==> src/rtl/ftdi_link_pkg.sv <==
// Shared types and widths for the FT2232H link scheduler: state encoding, owner encoding,
// byte and statistics widths, and a saturating counter helper.
package ftdi_link_pkg;

    localparam int BYTE_W = 8;
    localparam int STAT_W = 16;

    typedef enum logic [1:0] {
        ST_IDLE    = 2'd0,
        ST_TX_WAIT = 2'd1,
        ST_RX_WAIT = 2'd2
    } link_state_t;

    typedef enum logic {
        OWN_TX = 1'b0,
        OWN_RX = 1'b1
    } link_owner_t;

    function automatic logic [STAT_W-1:0] sat_inc(input logic [STAT_W-1:0] v);
        return (v == '1) ? v : v + 1'b1;
    endfunction

endpackage

==> src/rtl/link_byte_fifo.sv <==
// Synchronous first-word-fall-through byte queue; head is valid whenever empty is low.
// DEPTH must be a power of two so the pointers wrap naturally.
module link_byte_fifo
    import ftdi_link_pkg::*;
#(
    parameter int DEPTH = 4,
    localparam int AW = $clog2(DEPTH),
    localparam int CW = AW + 1
) (
    input  logic              clk_i,
    input  logic              reset_ni,
    input  logic              push,
    input  logic [BYTE_W-1:0] push_data,
    input  logic              pop,
    output logic [BYTE_W-1:0] head,
    output logic              full,
    output logic              empty,
    output logic [CW-1:0]     count
);

    logic [BYTE_W-1:0] mem [DEPTH];
    logic [AW-1:0]     wr_ptr;
    logic [AW-1:0]     rd_ptr;
    logic              do_push;
    logic              do_pop;

    assign full    = (count == CW'(DEPTH));
    assign empty   = (count == '0);
    assign do_push = push && !full;
    assign do_pop  = pop && !empty;
    assign head    = mem[rd_ptr];

    // NOTE: state registers use non-blocking assignments so every flop samples pre-edge values.
    always_ff @(posedge clk_i or negedge reset_ni) begin
        if (!reset_ni) begin
            wr_ptr <= '0;
            rd_ptr <= '0;
            count  <= '0;
        end else begin
            if (do_push) wr_ptr <= wr_ptr + 1'b1;
            if (do_pop)  rd_ptr <= rd_ptr + 1'b1;
            case ({do_push, do_pop})
                2'b10:   count <= count + 1'b1;
                2'b01:   count <= count - 1'b1;
                default: count <= count;
            endcase
        end
    end

    // NOTE: storage is not reset; count/empty guarantee stale entries are never observed.
    always_ff @(posedge clk_i) begin
        if (do_push) mem[wr_ptr] <= push_data;
    end

endmodule

==> src/rtl/ftdi_link_scheduler.sv <==
// Time-shares the half-duplex FT2232H byte link between a queued TX stream and an RX poller.
// Define FTDI_LINK_STATS_EN to build the saturating error/drop statistics counters.
module ftdi_link_scheduler
    import ftdi_link_pkg::*;
#(
    parameter int TXQ_DEPTH   = 4,
    parameter int BURST_LEN   = 2,
    parameter int MAX_RETRY   = 2,
    parameter int TIMEOUT_CYC = 1024
) (
    input  logic              clk_i,
    input  logic              reset_ni,
    input  logic              tx_valid_i,
    input  logic [BYTE_W-1:0] tx_data_i,
    output logic              tx_ready_o,
    output logic              tx_drop_o,
    input  logic              rx_req_i,
    output logic              rx_valid_o,
    output logic [BYTE_W-1:0] rx_data_o,
    output logic              rx_err_o,
    output logic              link_tx_rdy_o,
    output logic [BYTE_W-1:0] link_tx_data_o,
    input  logic              link_tx_ok_i,
    input  logic              link_tx_err_i,
    output logic              link_rx_poll_o,
    input  logic              link_rx_rdy_i,
    input  logic [BYTE_W-1:0] link_rx_data_i,
    input  logic              link_rx_err_i,
    input  logic              link_busy_i,
    input  logic              stats_clr_i,
    output logic [STAT_W-1:0] stat_txerr_o,
    output logic [STAT_W-1:0] stat_rxerr_o,
    output logic [STAT_W-1:0] stat_drop_o
);

    localparam int BW = $clog2(BURST_LEN + 1);
    localparam int RW = $clog2(MAX_RETRY + 2);
    localparam int TW = $clog2(TIMEOUT_CYC + 1);
    localparam logic [BW-1:0] BURST_TOP = BW'(BURST_LEN);
    localparam logic [RW-1:0] RETRY_TOP = RW'(MAX_RETRY);
    localparam logic [TW-1:0] TMO_LAST  = TW'(TIMEOUT_CYC - 1);

    link_state_t       state_q, state_d;
    link_owner_t       owner_q, owner_d;
    link_owner_t       grant_owner;
    logic [BW-1:0]     burst_q, burst_d;
    logic [RW-1:0]     retry_q, retry_d;
    logic [TW-1:0]     tmo_q, tmo_d;
    logic [BYTE_W-1:0] rx_data_q, rx_data_d;
    logic              rx_valid_q, rx_valid_d;
    logic              rx_err_q, rx_err_d;
    logic              drop_q, drop_d;
    logic              run_q;
    logic              tx_cand, rx_cand, keep_owner, timed_out;
    logic              tx_req, rx_poll, tx_fail, rx_fail;
    logic              fifo_push, fifo_pop, fifo_full, fifo_empty;
    logic [BYTE_W-1:0] fifo_head;
    logic [$clog2(TXQ_DEPTH):0] fifo_count_unused;

    link_byte_fifo #(.DEPTH(TXQ_DEPTH)) u_txq (
        .clk_i     (clk_i),
        .reset_ni  (reset_ni),
        .push      (fifo_push),
        .push_data (tx_data_i),
        .pop       (fifo_pop),
        .head      (fifo_head),
        .full      (fifo_full),
        .empty     (fifo_empty),
        .count     (fifo_count_unused)
    );

    // run_q holds every request and ready output low until the first edge after reset release.
    assign tx_ready_o = run_q && !fifo_full;
    assign fifo_push  = tx_valid_i && tx_ready_o;
    assign tx_cand    = !fifo_empty;
    assign rx_cand    = rx_req_i;
    assign timed_out  = (tmo_q == TMO_LAST);

    // NOTE: every always_comb output gets a default first, so no path can infer a latch.
    always_comb begin
        state_d     = state_q;
        owner_d     = owner_q;
        burst_d     = burst_q;
        retry_d     = retry_q;
        tmo_d       = '0;
        rx_data_d   = rx_data_q;
        rx_valid_d  = 1'b0;
        rx_err_d    = 1'b0;
        drop_d      = 1'b0;
        fifo_pop    = 1'b0;
        tx_req      = 1'b0;
        rx_poll     = 1'b0;
        tx_fail     = 1'b0;
        rx_fail     = 1'b0;
        keep_owner  = 1'b0;
        grant_owner = OWN_TX;

        case (state_q)
            ST_IDLE: begin
                if (run_q && !link_busy_i && (tx_cand || rx_cand)) begin
                    // A zero burst count means nobody owns the link yet, so the tie goes to
                    // the requester that was not granted last.
                    keep_owner = (burst_q != '0) && (burst_q < BURST_TOP);
                    if (tx_cand && rx_cand)
                        grant_owner = keep_owner ? owner_q
                                                 : ((owner_q == OWN_TX) ? OWN_RX : OWN_TX);
                    else
                        grant_owner = tx_cand ? OWN_TX : OWN_RX;

                    if ((grant_owner == owner_q) && (burst_q != '0))
                        burst_d = (burst_q == BURST_TOP) ? burst_q : burst_q + 1'b1;
                    else
                        burst_d = BW'(1);
                    owner_d = grant_owner;

                    if (grant_owner == OWN_TX) begin
                        tx_req  = 1'b1;
                        state_d = ST_TX_WAIT;
                    end else begin
                        rx_poll = 1'b1;
                        state_d = ST_RX_WAIT;
                    end
                end
            end
            ST_TX_WAIT: begin
                tmo_d = tmo_q + 1'b1;
                if (link_tx_ok_i) begin
                    fifo_pop = 1'b1;
                    retry_d  = '0;
                    state_d  = ST_IDLE;
                end else if (link_tx_err_i || timed_out) begin
                    tx_fail = 1'b1;
                    state_d = ST_IDLE;
                    if (retry_q < RETRY_TOP) begin
                        retry_d = retry_q + 1'b1;
                    end else begin
                        fifo_pop = 1'b1;
                        drop_d   = 1'b1;
                        retry_d  = '0;
                    end
                end
            end
            ST_RX_WAIT: begin
                tmo_d = tmo_q + 1'b1;
                if (link_rx_rdy_i) begin
                    rx_valid_d = 1'b1;
                    rx_data_d  = link_rx_data_i;
                    state_d    = ST_IDLE;
                end else if (link_rx_err_i || timed_out) begin
                    rx_err_d = 1'b1;
                    rx_fail  = 1'b1;
                    state_d  = ST_IDLE;
                end
            end
            default: state_d = ST_IDLE;
        endcase
    end

    always_ff @(posedge clk_i or negedge reset_ni) begin
        if (!reset_ni) begin
            run_q      <= 1'b0;
            state_q    <= ST_IDLE;
            owner_q    <= OWN_RX;
            burst_q    <= '0;
            retry_q    <= '0;
            tmo_q      <= '0;
            rx_data_q  <= '0;
            rx_valid_q <= 1'b0;
            rx_err_q   <= 1'b0;
            drop_q     <= 1'b0;
        end else begin
            run_q      <= 1'b1;
            state_q    <= state_d;
            owner_q    <= owner_d;
            burst_q    <= burst_d;
            retry_q    <= retry_d;
            tmo_q      <= tmo_d;
            rx_data_q  <= rx_data_d;
            rx_valid_q <= rx_valid_d;
            rx_err_q   <= rx_err_d;
            drop_q     <= drop_d;
        end
    end

    assign link_tx_rdy_o  = tx_req;
    assign link_rx_poll_o = rx_poll;
    assign link_tx_data_o = (tx_req || (state_q == ST_TX_WAIT)) ? fifo_head : '0;
    assign rx_valid_o     = rx_valid_q;
    assign rx_data_o      = rx_data_q;
    assign rx_err_o       = rx_err_q;
    assign tx_drop_o      = drop_q;

`ifdef FTDI_LINK_STATS_EN
    logic [STAT_W-1:0] txerr_cnt, rxerr_cnt, drop_cnt;

    always_ff @(posedge clk_i or negedge reset_ni) begin
        if (!reset_ni) begin
            txerr_cnt <= '0;
            rxerr_cnt <= '0;
            drop_cnt  <= '0;
        end else if (stats_clr_i) begin
            txerr_cnt <= '0;
            rxerr_cnt <= '0;
            drop_cnt  <= '0;
        end else begin
            if (tx_fail) txerr_cnt <= sat_inc(txerr_cnt);
            if (rx_fail) rxerr_cnt <= sat_inc(rxerr_cnt);
            if (drop_d)  drop_cnt  <= sat_inc(drop_cnt);
        end
    end

    assign stat_txerr_o = txerr_cnt;
    assign stat_rxerr_o = rxerr_cnt;
    assign stat_drop_o  = drop_cnt;
`else
    logic stats_unused;
    assign stats_unused = ^{stats_clr_i, tx_fail, rx_fail};
    assign stat_txerr_o = '0;
    assign stat_rxerr_o = '0;
    assign stat_drop_o  = '0;
`endif

endmodule

==> config.mk <==
export PLATFORM = sky130hd
export DESIGN_NAME = ftdi_link_scheduler
export DESIGN_NICKNAME = d
export VERILOG_FILES = /design/src/rtl/ftdi_link_pkg.sv /design/src/rtl/link_byte_fifo.sv /design/src/rtl/ftdi_link_scheduler.sv
export SDC_FILE = /design/constraint.sdc
export NUM_CORES = 1
export LEC_CHECK = 0
export BUFFER_PORTS_ARGS = -buffer_cell sky130_fd_sc_hd__buf_2
export CORE_ASPECT_RATIO = 0.9
export CORE_MARGIN = 2
export CORE_UTILIZATION = 40
export DETAILED_ROUTE_END_ITERATION = 8
export PLACE_DENSITY = 0.69
export RECOVER_POWER = 25
export SLEW_MARGIN = 10
export SYNTH_ARGS = -nofsm -noshare
export SYNTH_HDL_FRONTEND = slang
export SYNTH_SLANG_ARGS = --single-unit
==> constraint.sdc <==
create_clock -name clk_i -period 2.39 [get_ports clk_i]
set_input_delay 0.478 -clock clk_i [delete_from_list [all_inputs] [get_ports clk_i]]
set_output_delay 0.478 -clock clk_i [all_outputs]
set_load 0.01 [all_outputs]
==> flow_metrics.tcl <==
set metrics [dict create \
    drt-initial-drc-count 74 \
    cts_sinks 69 \
    cts_tree "built" \
    core_sq_um 8570 \
    r2r_end "u_txq.count[2]" \
    antenna_cells 0 \
    initial_core_util_pct 41.3 \
    r2r_slack_ns 0.16 \
    htree_levels 3 \
    track_usage_pct 12.6 \
    drive_gt1_share_pct 33.4 \
    p_per_area_nw_per_um2 1010 \
    drc 0 \
    nets 384 \
    hold_buffers 0 \
    cap_violations 0 \
    ant_nets 0 \
    pin_count 96 \
    synth-main-ff-cell "dfrtp_1" \
    grt_max_degree 38 \
    synth-edff-count 32 \
    critPathKind "reg2out" \
    synth_top_area_share_pct 27.2 \
    die_x_microns 103 \
    worstSetupStartpointType "flip-flop" \
    finClkSkew_ns 0.00625 \
    outcome "completed" \
    avgSynthCellArea_sq_um 13.0 \
    antenna_found_initial 0 \
    fmax_mhz 421 \
    async_flop_share_pct 53.6 \
    ys_types 51 \
    hold_viol 0 \
    regToRegStartpoint "state_q[0]" \
    hp-class "in2async" \
    area_delta_synth_final_pct 16.8 \
    cp.arrival_ns 1.90 \
    worst-r2r-cell-count 11 \
    rsz0062_at_grt "yes" \
    netlist_area_sq_um 3540 \
    grt_pass1_wl_microns 9000 \
    syn_inst 273 \
    finalPower_mw 4.17 \
    grt_pass1_vias 1920 \
    cts_made_buffers 9 \
    cts_root_buf "clkbuf_8" \
    routed_wl_microns 5840 \
    hpwl_microns 4070 \
    path_cells "ha_4, xnor2_1, a21oi_1, nand2_1, inv_2, nor2_4, buf_12, nor2b_1, buf_2" \
    worst_pin_slew_ns 0.821 \
    via_count 2076 \
    leakagePower_nw 1.81 \
    synth-seq-area-share_pct 53.4 \
    die_h_microns 93.2 \
    firstDrtPassIters 4 \
    grt_overflow_total 0 \
    path_clk_slew_ns 0.07 \
    gp_congestion 0.786 \
    ir_drop_mv 0.321 \
    yosysTopAreaCell "edfxtp_1" \
    ys_ff_latch 69 \
    ys_top_cells_by_area "edfxtp_1 27%, dfrtp_1 25%, buf_4 10%" \
    port_buffers 46 \
    slew_headroom_pct 45.3 \
    yosysWarnings 0 \
    critical_path.endpoint_type "output port" \
    wire_per_inst_microns 12.5 \
    cpPeakStageDelay_ns 0.41 \
    critPathMaxFanout 8 \
    finalCritPeriodShare_pct 99.4 \
    slew_viol_final 0 \
    fp-row-count 32 \
    finalCriticalPeriod_ns 2.37 \
    slowest_stage "dfrtp_1" \
    clk_latency_ns 0.34 \
    whs_ns 0.231 \
    via_per_inst 4.43 \
    cts_buffer_depth 2 \
    dieArea_sq_um 9610 \
    worstPathRequired_ns 1.91 \
    setup_viol 0 \
]
## power breakdown
part           internal (mW)  switching (mW)
Clock                  0.475           0.408
Combinational          0.833           0.727
Sequential              1.52           0.209
## registers in the layout (all words and copies together) (netlist names)
register	cells
rx_valid_o	1
run_q	1
u_txq.wr_ptr	2
burst_q	2
tmo_q	11
owner_q	1
u_txq.rd_ptr	2
u_txq.mem	32
rx_err_o	1
tx_drop_o	1
u_txq.count	3
state_q	2
retry_q	2
rx_data_o	8
## what timing repair did
action,4_1_cts,5_1_grt
setup endpoints to repair,8,10
pin swaps,1,10
buffers inserted,5,8
resized for setup,2,22
## cell families after synthesis
family,count (synthesis),synth area share (%)
compound gates,24,6.02
xor+xnor,12,2.97
fa+ha+maj,13,4.81
buf+inv,67,12.5
flops,69,53.4
mux,18,8.24
other cells,2,0.212
simple gates,68,11.9
## cell usage in the layout, fill, tap and decap left out, types with 5 or more instances in the layout
cell / n
mux2_2: 9
nor2_1: 7
clkbuf_8: 9
dfrtp_1: 34
inv_1: 11
clkbuf_1: 10
or3_1: 6
xnor2_1: 7
and3_1: 5
xor2_1: 5
edfxtp_1: 32
conb_1: 49
nor2b_1: 5
o21ai_0: 5
nand2b_1: 7
nand2_1: 5
buf_4: 19
buf_2: 38
ha_1: 7
mux4_2: 8
nand3_1: 6
and2_1: 7
## area by class of cell
class                   instances  area [sq um]
fillers                       744          4440
flip-flops and latches         69          1890
multi-input cells             184          1470
repair buffers                 66           383
well taps                     119           149
clock buffers                  11           131
inverters                      15          56.3
clock inverters                 5          51.3
## metrics by stage
step	cell area [sq um]	setup WS [ns]	TNS, ns	util, %	std cells
detailed placement	3780	0.174	0	44.1	441
global route	4130	-0.0922	-0.625	48.2	469
CTS	4010	0.0342	0	46.7	462
global placement	3780	0.189	0	44.1	441
floorplan	3710	0.170	0	-	320
finish	4130	0.0154	0	48.2	469
## per-layer routing
layer	vias up	track usage (%)	routed length, microns
met5	-	0	0
met4	0	6.58	132
met3	12	2.77	226
met2	54	20.7	3020
met1	1003	15.3	2460
li1	1007	-	-
## synth_stat cells (all sizes together) (3+ instances only)
master / n
nor3: 3
nor2: 9
nand3b: 3
o21ai: 7
mux2: 9
o211ai: 3
nor2b: 10
mux4: 8
nand3: 7
dfrtp: 36
edfxtp: 32
xor2: 5
buf: 51
and2: 7
or3: 6
xnor2: 7
nand2: 5
a21boi: 3
nand2b: 7
ha: 12
and3: 5
inv: 15
## critical path: cells and delay by family, from the launching register on
family | cells | cell delay [ns]
compound gates | 1 | 0.21
flops | 1 | 0.41
xor+xnor | 1 | 0.12
fa+ha+maj | 1 | 0.17
buf+inv | 3 | 0.38
simple gates | 3 | 0.27
## worst max-delay path by stage
| stage | start | to | slack [ns] | cells past startpoint |
|---|---|---|---|---|
| 3_5_place_dp | tmo_q[3] | u_txq.count[2] | 0.17 | 9 |
| 6_report | burst_q[0] | link_tx_data_o[7] | 0.02 | 9 |
| 3_3_place_gp | tmo_q[3] | u_txq.count[2] | 0.19 | 9 |
| 4_1_cts | burst_q[1] | link_tx_data_o[4] | 0.03 | 10 |
| 5_1_grt | burst_q[1] | link_tx_data_o[5] | -0.09 | 10 |
| 2_1_floorplan | tmo_q[0] | u_txq.count[2] | 0.17 | 11 |
Note: power is estimated with default switching activity, not from simulation.
